### src/rtl/mips_fetch_unit.sv
// Instruction-fetch front end: PC generator, single-outstanding imem handshake, {pc, inst} queue.
// Define FETCH_TRACE_EN to print a simulation trace of pushes and redirects.
module mips_fetch_unit #(
  parameter int unsigned       ADDR_W   = 32,
  parameter int unsigned       DEPTH    = 4,
  parameter logic [ADDR_W-1:0] RESET_PC = '0
) (
  input  logic                         clk,
  input  logic                         rst_b,
  output logic                         imem_req,
  output logic [ADDR_W-1:0]            imem_addr,
  input  logic                         imem_valid,
  input  logic [31:0]                  imem_rdata,
  output logic                         inst_valid,
  output logic [31:0]                  inst,
  output logic [ADDR_W-1:0]            inst_pc,
  input  logic                         inst_ready,
  input  logic                         redirect,
  input  logic [ADDR_W-1:0]            redirect_pc,
  input  logic                         halt,
  output logic [$clog2(DEPTH+1)-1:0]   count
);

  localparam int unsigned PW = $clog2(DEPTH);
  localparam int unsigned CW = $clog2(DEPTH+1);
  localparam logic [CW-1:0] DepthC = CW'(DEPTH);

  typedef enum logic [1:0] {StIdle, StReq, StDrop} state_e;

  state_e            state_q, state_d;
  logic [ADDR_W-1:0] pc_q, pc_d;
  logic [ADDR_W-1:0] pend_q, pend_d;
  logic [ADDR_W-1:0] q_pc   [DEPTH];
  logic [31:0]       q_inst [DEPTH];
  logic [PW-1:0]     rd_q, wr_q;
  logic [CW-1:0]     count_q, count_d;
  logic              push, pop;
  logic [ADDR_W-1:0] redir_pc;

  assign redir_pc   = redirect_pc & ~ADDR_W'(3);
  assign inst_valid = (count_q != '0);
  // Redirect outranks both queue operations in the same cycle.
  assign pop        = inst_valid & inst_ready & ~redirect;
  assign push       = (state_q == StReq) & imem_valid & ~redirect;

  assign imem_req   = (state_q != StIdle);
  assign imem_addr  = pc_q;
  assign inst       = inst_valid ? q_inst[rd_q] : '0;
  assign inst_pc    = inst_valid ? q_pc[rd_q]   : '0;
  assign count      = count_q;

  always_comb begin
    count_d = count_q;
    if (redirect) begin
      count_d = '0;
    end else begin
      count_d = count_q + CW'(push) - CW'(pop);
    end
  end

  always_comb begin
    state_d = state_q;
    pc_d    = pc_q;
    pend_d  = pend_q;
    unique case (state_q)
      StIdle: begin
        if (redirect) begin
          pc_d = redir_pc;
          if (!halt) state_d = StReq;
        end else if (!halt && (count_q < DepthC)) begin
          state_d = StReq;
        end
      end
      StReq: begin
        if (redirect) begin
          if (imem_valid) begin
            pc_d    = redir_pc;
            state_d = halt ? StIdle : StReq;
          end else begin
            // Request still in flight: keep its address on the bus, remember the target.
            pend_d  = redir_pc;
            state_d = StDrop;
          end
        end else if (imem_valid) begin
          pc_d    = pc_q + ADDR_W'(4);
          state_d = (!halt && (count_d < DepthC)) ? StReq : StIdle;
        end
      end
      StDrop: begin
        if (imem_valid) begin
          pc_d    = redirect ? redir_pc : pend_q;
          state_d = halt ? StIdle : StReq;
        end else if (redirect) begin
          pend_d  = redir_pc;
        end
      end
      default: state_d = StIdle;
    endcase
  end

  always_ff @(posedge clk or negedge rst_b) begin
    if (!rst_b) begin
      state_q <= StIdle;
      pc_q    <= RESET_PC;
      pend_q  <= RESET_PC;
      rd_q    <= '0;
      wr_q    <= '0;
      count_q <= '0;
    end else begin
      state_q <= state_d;
      pc_q    <= pc_d;
      pend_q  <= pend_d;
      count_q <= count_d;
      if (redirect) begin
        rd_q <= '0;
        wr_q <= '0;
      end else begin
        if (push) wr_q <= wr_q + PW'(1);
        if (pop)  rd_q <= rd_q + PW'(1);
      end
    end
  end

  always_ff @(posedge clk) begin
    if (push) begin
      q_pc[wr_q]   <= pc_q;
      q_inst[wr_q] <= imem_rdata;
    end
  end

`ifdef FETCH_TRACE_EN
  always @(posedge clk) begin
    if (rst_b && push)     $display("fetch pc=%h inst=%h", pc_q, imem_rdata);
    if (rst_b && redirect) $display("redirect %h", redirect_pc);
  end
`endif

endmodule

### config.mk
export PLATFORM = sky130hd
export DESIGN_NAME = mips_fetch_unit
export DESIGN_NICKNAME = d
export VERILOG_FILES = /design/src/rtl/mips_fetch_unit.sv
export SDC_FILE = /design/constraint.sdc
export NUM_CORES = 1
export LEC_CHECK = 0
export ABC_AREA = 1
export CAP_MARGIN = 0
export CORE_ASPECT_RATIO = 1.2
export CORE_UTILIZATION = 55
export DETAILED_ROUTE_END_ITERATION = 10
export PLACE_DENSITY = 0.85
export SLEW_MARGIN = 20
export SYNTH_ARGS = -nofsm -noshare
export SYNTH_HDL_FRONTEND = slang
export SYNTH_SLANG_ARGS = --single-unit
export TNS_END_PERCENT = 100
### constraint.sdc
create_clock -name clk -period 4.7 [get_ports clk]
set_input_delay 0.94 -clock clk [delete_from_list [all_inputs] [get_ports clk]]
set_output_delay 0.94 -clock clk [all_outputs]
set_load 0.03 [all_outputs]
## After elaboration in Yosys (flattened, before gate mapping)

Memories as Yosys holds them, arrays and structs flattened.
Cells that the tools add are included.

- Latch bits: 0
- Output and inout bits: 101
- Memory bits (read-only): 0
- Logic and storage cells: 74
- Register bits: 73
- Memories: 2
- RAM bits: 256

Memories:

| memory | words | bits a word | read ports | clocked after Yosys merged registers in | write ports | line | RTL |
|---|---|---|---|---|---|---|---|
| q_inst | 4 | 32 | 1 | 0 | 1 | 34 | `logic [31:0] q_inst [DEPTH];` |
| q_pc | 4 | 32 | 1 | 0 | 1 | 33 | `logic [ADDR_W-1:0] q_pc [DEPTH];` |

- Magnitude comparators: 2
- Multiplexer cells: 30
- Add/subtract/negate cells: 5
- Div/mod/pow operators: 0
- Multiply operators: 0
- Shift-type cells: 0
- Bitwise operators: 5
- Reductions and logical operators: 13
- Equality and inequality tests: 11

Operators by type and width:

| kind | count |
|---|---|
| $mux 32 | 11 |
| $pmux 32 s3 | 1 |
| $pmux 32 s2 | 1 |
| $add 32x3->32 const B | 1 |
| $mux 2 | 11 |
| $ne 2x2->1 const B | 6 |
| $reduce_and 4->1 | 3 |
| $ne 3x3->1 const B | 3 |
| $reduce_bool 2->1 | 4 |
| $lt 3x3->1 const B | 2 |
| $pmux 2 s3 | 1 |
| $reduce_bool 3->1 | 2 |
| $add 2x1->2 const B | 2 |
| $and 1x1->1 | 4 |
| $mux 1 | 4 |
| $add 3x1->3 | 1 |
| $mux 3 | 1 |
| $sub 3x1->3 | 1 |
| $eq 2x1->1 const B | 1 |
| $eq 2x2->1 const B | 1 |
| $logic_and 1x1->1 | 2 |
| $logic_not 2->1 | 1 |
| $logic_not 1->1 | 1 |
| $not 1->1 | 1 |

## Longest topological paths before layout

Gate-level depths: netlist of the first run.

- Word-level depth: 12
- Mapped depth: 18
- Depth with buffers taken out: 18

## Worst setup path after synthesis of the first run

OpenSTA, ideal clock, no wires.

- Path kind: input port to flip-flop
- From: input redirect
- To: memory q_inst[0][0], enable pin
- Cell stages on the path: 5
- Slack: 3 ps
- Buffers on the path: 2
- Arrival: 4211 ps
- Cell sequence: buf_6 clkbuf_1 nor2_1 inv_1 nor2_1

- Word-level cells in the longest chain between the ends: 4

Ends and longest elaborated chain:

| element | line | RTL |
|---|---|---|
| start: declaration | 18 | `input logic redirect,` |
| $not 1->1 | 44 | `assign push = (state_q == StReq) & imem_valid & ~redirect;` |
| $and 1x1->1 | 44 |  |
| $mux 1 | 125 | `if (push) begin` |
| $mux 1 (implied by the code) | 127 | `q_inst[wr_q] <= imem_rdata;` |
| end: declaration | 34 |  |

No other way between the ends.

## Worst setup path after layout of the first run

- From: register rd_q[0]
- To: output inst_pc[28]

- Word-level cells in the longest chain between the ends: 2

Ends and longest elaborated chain:

| element | line | RTL |
|---|---|---|
| start: declaration | 35 | `logic [PW-1:0] rd_q, wr_q;` |
| start signal: assignment | 119 | `if (pop) rd_q <= rd_q + PW'(1);` |
| $mem_v2 4x32 | - |  |
| $mux 32 | 49 | `assign inst_pc = inst_valid ? q_pc[rd_q] : '0;` |
| end: declaration | 16 | `output logic [ADDR_W-1:0] inst_pc,` |

No other way between the ends.

==> results.sh, run 1 <==
export IMPL_status="finished, final reports clean"
export IMPL_p_total_w=0.01202
export IMPL_place_congestion=0.8945
export IMPL_cp_required_ns=3.76
export IMPL_wl_per_cell_um=18.20
export IMPL_postPlaceCellArea_sq_um=16590
export IMPL_max_freq_mhz=239.6
export IMPL_rows=65
export IMPL_firstDrtPassIters=5
export IMPL_synth_seq_cells=329
export IMPL_coreArea_sq_um=26190
export IMPL_ys_warn_count=0
export IMPL_setup_tns_ns=0
export IMPL_finalSetupViolations=0
export IMPL_wirelength_mm=34.89
export IMPL_reg2reg_from="state_q[1]"
export IMPL_synth_top_cell_area_share=0.5255
export IMPL_rsz0062_at_grt="false"
export IMPL_die_x_um=150.9
export IMPL_layout_common_cells="nor2_1, edfxtp_1, nand2_1, o21ai_0, clkdlybuf4s50_1"
export IMPL_maxSlewHeadroom=0.3776
export IMPL_fillers=1953
export IMPL_io_buffers=168
export IMPL_synth_nets=1498
export IMPL_r2r_end="state_q[0]"
export IMPL_syn_avg_cell_area_sq_um=10.33
export IMPL_critPathCaptureType="primary output"
export IMPL_final_setup_worst_slack_ns=0.5263
export IMPL_power_internal_w=0.007099
export IMPL_p_clk_frac=0.220
export IMPL_netlist_top_cells_area="edfxtp_1, dfrtp_1, nor2_1"
export IMPL_drtAntennaViolNets=0
export IMPL_dp_slack_ns=0.8765
export IMPL_drv_cap=0
export IMPL_root_buffer="clkbuf_16"
export IMPL_synth_edf_count=256
export IMPL_ys_async_sr_fraction=0.2219
export IMPL_p_comb_frac=0.428
export IMPL_drive_gt1_frac=0.08091
export IMPL_antennaDiodeCount=0
export IMPL_period_share=0.8880
export IMPL_io_pins=171
export IMPL_area_growth_pct=20.90
export IMPL_tightest_slew_ns=0.9325
export IMPL_syn_inst=1416
export IMPL_start_kind="flip-flop"
export IMPL_grt_max_degree=85
export IMPL_cts_resized=0
export IMPL_grt_pass1_vias=10880
export IMPL_nets=1640
export IMPL_cts_buffer_depth=3
export IMPL_numCtsBuffers=31
export IMPL_ys_seq_area_frac=0.6504
export IMPL_synth_flop_cell="edfxtp_1"
export IMPL_htree_levels=1
export IMPL_die_area_sq_um=27260
export IMPL_hold_viol=0
export IMPL_clk_pin_slew_worst_paths_ns=0.06
export IMPL_rrSetupSlack_ns=1.48
export IMPL_synth_top_area_cell="edfxtp_1"
export IMPL_clock_sinks=329
export IMPL_post_route_min_period_ns=4.174
export IMPL_sw_frac_of_total=0.4095
export IMPL_slew_viol_final=0
export IMPL_arrival_ns=3.23
export IMPL_final_area_sq_um=17690
export IMPL_synth_cell_types=40
export IMPL_skew_ns=0.006332
export IMPL_p_sw_w=0.004923
export IMPL_path_class="flip-flop to primary output"
export IMPL_initial_utilization=0.5586
export IMPL_powerDensity_nw_per_um2=679.8
export IMPL_seqPwrFrac=0.352
export IMPL_post_dp_hpwl_mm=21.23
export IMPL_via_count=11010
export IMPL_antenna_found_initial=0
export IMPL_hold_buffers=0
export IMPL_worstRegToRegCells=17
export IMPL_overflow=0
export IMPL_p_leak_nw=6.596
export IMPL_die_y_um=180.7
export IMPL_grt_pass1_wl_mm=53.86
export IMPL_initialDrtViolationCount=935
export IMPL_viasPerCell=5.741
export IMPL_cts_setup_buffers=0
export IMPL_cts_tree="built"
export IMPL_synth_area_sq_um=14630
export IMPL_hold_class="primary input to asynchronous set/reset pin"
export IMPL_crit_fanout=84
export IMPL_final_common_cell="nor2_1"
export IMPL_irDropWorstVdd_mv=0.5155
export IMPL_grt_util_all_layers=0.2543
export IMPL_clock_latency_ns=0.55
export IMPL_hold_slack_ns=0.3876
export IMPL_drcViolationCount=0
[power by group through the flow]
stage	Clock, W	Sequential, W	Combinational [W]
3_5_place_dp	0	0.00428	0.00512
5_1_grt	0.00279	0.00429	0.00555
2_1_floorplan	0	0.00433	0.00312
4_1_cts	0.00267	0.00422	0.00515
6_report	0.00264	0.00423	0.00515
3_3_place_gp	0	0.00425	0.00502
[layer usage]
metal | vias to the layer above | track usage | wire length, um | part of all wire
met5 | - | 0 | 0 | 0
met4 | 0 | 0.1068 | 1034 | 0.030
met3 | 70 | 0.03595 | 2827 | 0.081
met2 | 495 | 0.4372 | 17770 | 0.51
met1 | 5294 | 0.3191 | 13260 | 0.38
li1 | 5147 | - | - | -
[worst max-delay path by stage]
stage,from,endpoint,slack (ns),cells past startpoint
2_1_floorplan,redirect,q_inst[0][0],0.003,5
3_3_place_gp,imem_valid,state_q[0],0.97,16
3_5_place_dp,imem_valid,state_q[0],0.88,15
4_1_cts,rd_q[0],inst_pc[28],0.49,5
5_1_grt,rd_q[1],inst_pc[30],0.39,6
6_report,rd_q[0],inst_pc[28],0.53,5
[Yosys cell counts (2+ instances only)]
cell type,instances
clkbuf_1,33
a31oi_1,4
nor2_2,5
nor2_4,10
nor3_1,11
inv_2,6
o211ai_1,8
nand2_4,3
inv_1,76
buf_2,24
o22ai_1,4
nand2_1,205
o21ai_2,7
buf_1,7
a22oi_1,6
dfrtp_1,73
nand3_1,32
o21ai_0,167
a21oi_2,10
buf_6,8
a221oi_1,5
nand4_1,8
buf_4,2
a211oi_1,14
nand2_2,6
nor2_1,300
o21ai_1,10
ha_1,11
edfxtp_1,256
a21oi_1,95
[logic make-up after synthesis]
group	share of synthesized area
AO/OA/AOI/OAI	0.1259
adder cells (fa/ha/maj)	0.01078
buffers and inverters	0.04858
flip-flops	0.6504
multiplexers	0.0007697
AND/OR/NAND/NOR	0.1636
[final cells by class]
class	instances	area [sq um]	share of cell area
clock inverters	17	242.7	0.01372
clock buffers	40	849.6	0.04803
flip-flops and latches	329	9519	0.5382
repair buffers	184	1884	0.1065
well taps	335	419.2	0.02370
inverters	85	330.3	0.01868
multi-input cells	927	4442	0.2511
[flip-flops by register name, indices dropped and copies added (netlist names)]
register and cells:
pend_q 32, state_q 2, rd_q 2, imem_addr 32
q_inst 128, count 3, q_pc 128, wr_q 2
[critical path, cell delays in order (launching register included)]
cell and delay (ns):
dfrtp_4 0.80, clkinv_2 0.45, buf_12 0.32, o21ai_0 0.30, a21oi_1 0.11, clkdlybuf4s50_1 0.63
[stage by stage]
stage | std cells | util
4_1_cts | 1917 | 0.6753
6_report | 1917 | 0.6754
2_1_floorplan | 1416 | -
5_1_grt | 1917 | 0.6754
3_5_place_dp | 1860 | 0.6336
3_3_place_gp | 1860 | 0.6336
(Power assumes the default switching activity.)
==> inputs of run 2 (changes only) <==
--- a/config.mk
+++ b/config.mk
@@ -11,6 +11,7 @@
 export CORE_UTILIZATION = 55
 export DETAILED_ROUTE_END_ITERATION = 10
 export PLACE_DENSITY = 0.85
+export SKIP_LAST_GASP = 1
 export SLEW_MARGIN = 20
 export SYNTH_ARGS = -nofsm -noshare
 export SYNTH_HDL_FRONTEND = slang
==> results of run 2 <==
Final layout, timing and power as in run 1 (identical DEF).
==> inputs of run 3 (changes only) <==
--- a/config.mk
+++ b/config.mk
@@ -6,7 +6,7 @@
 export NUM_CORES = 1
 export LEC_CHECK = 0
 export ABC_AREA = 1
-export CAP_MARGIN = 0
+export CAP_MARGIN = 15
 export CORE_ASPECT_RATIO = 1.2
 export CORE_UTILIZATION = 55
 export DETAILED_ROUTE_END_ITERATION = 10
==> results of run 3 <==
Final layout, timing and power as in run 1 (identical DEF).
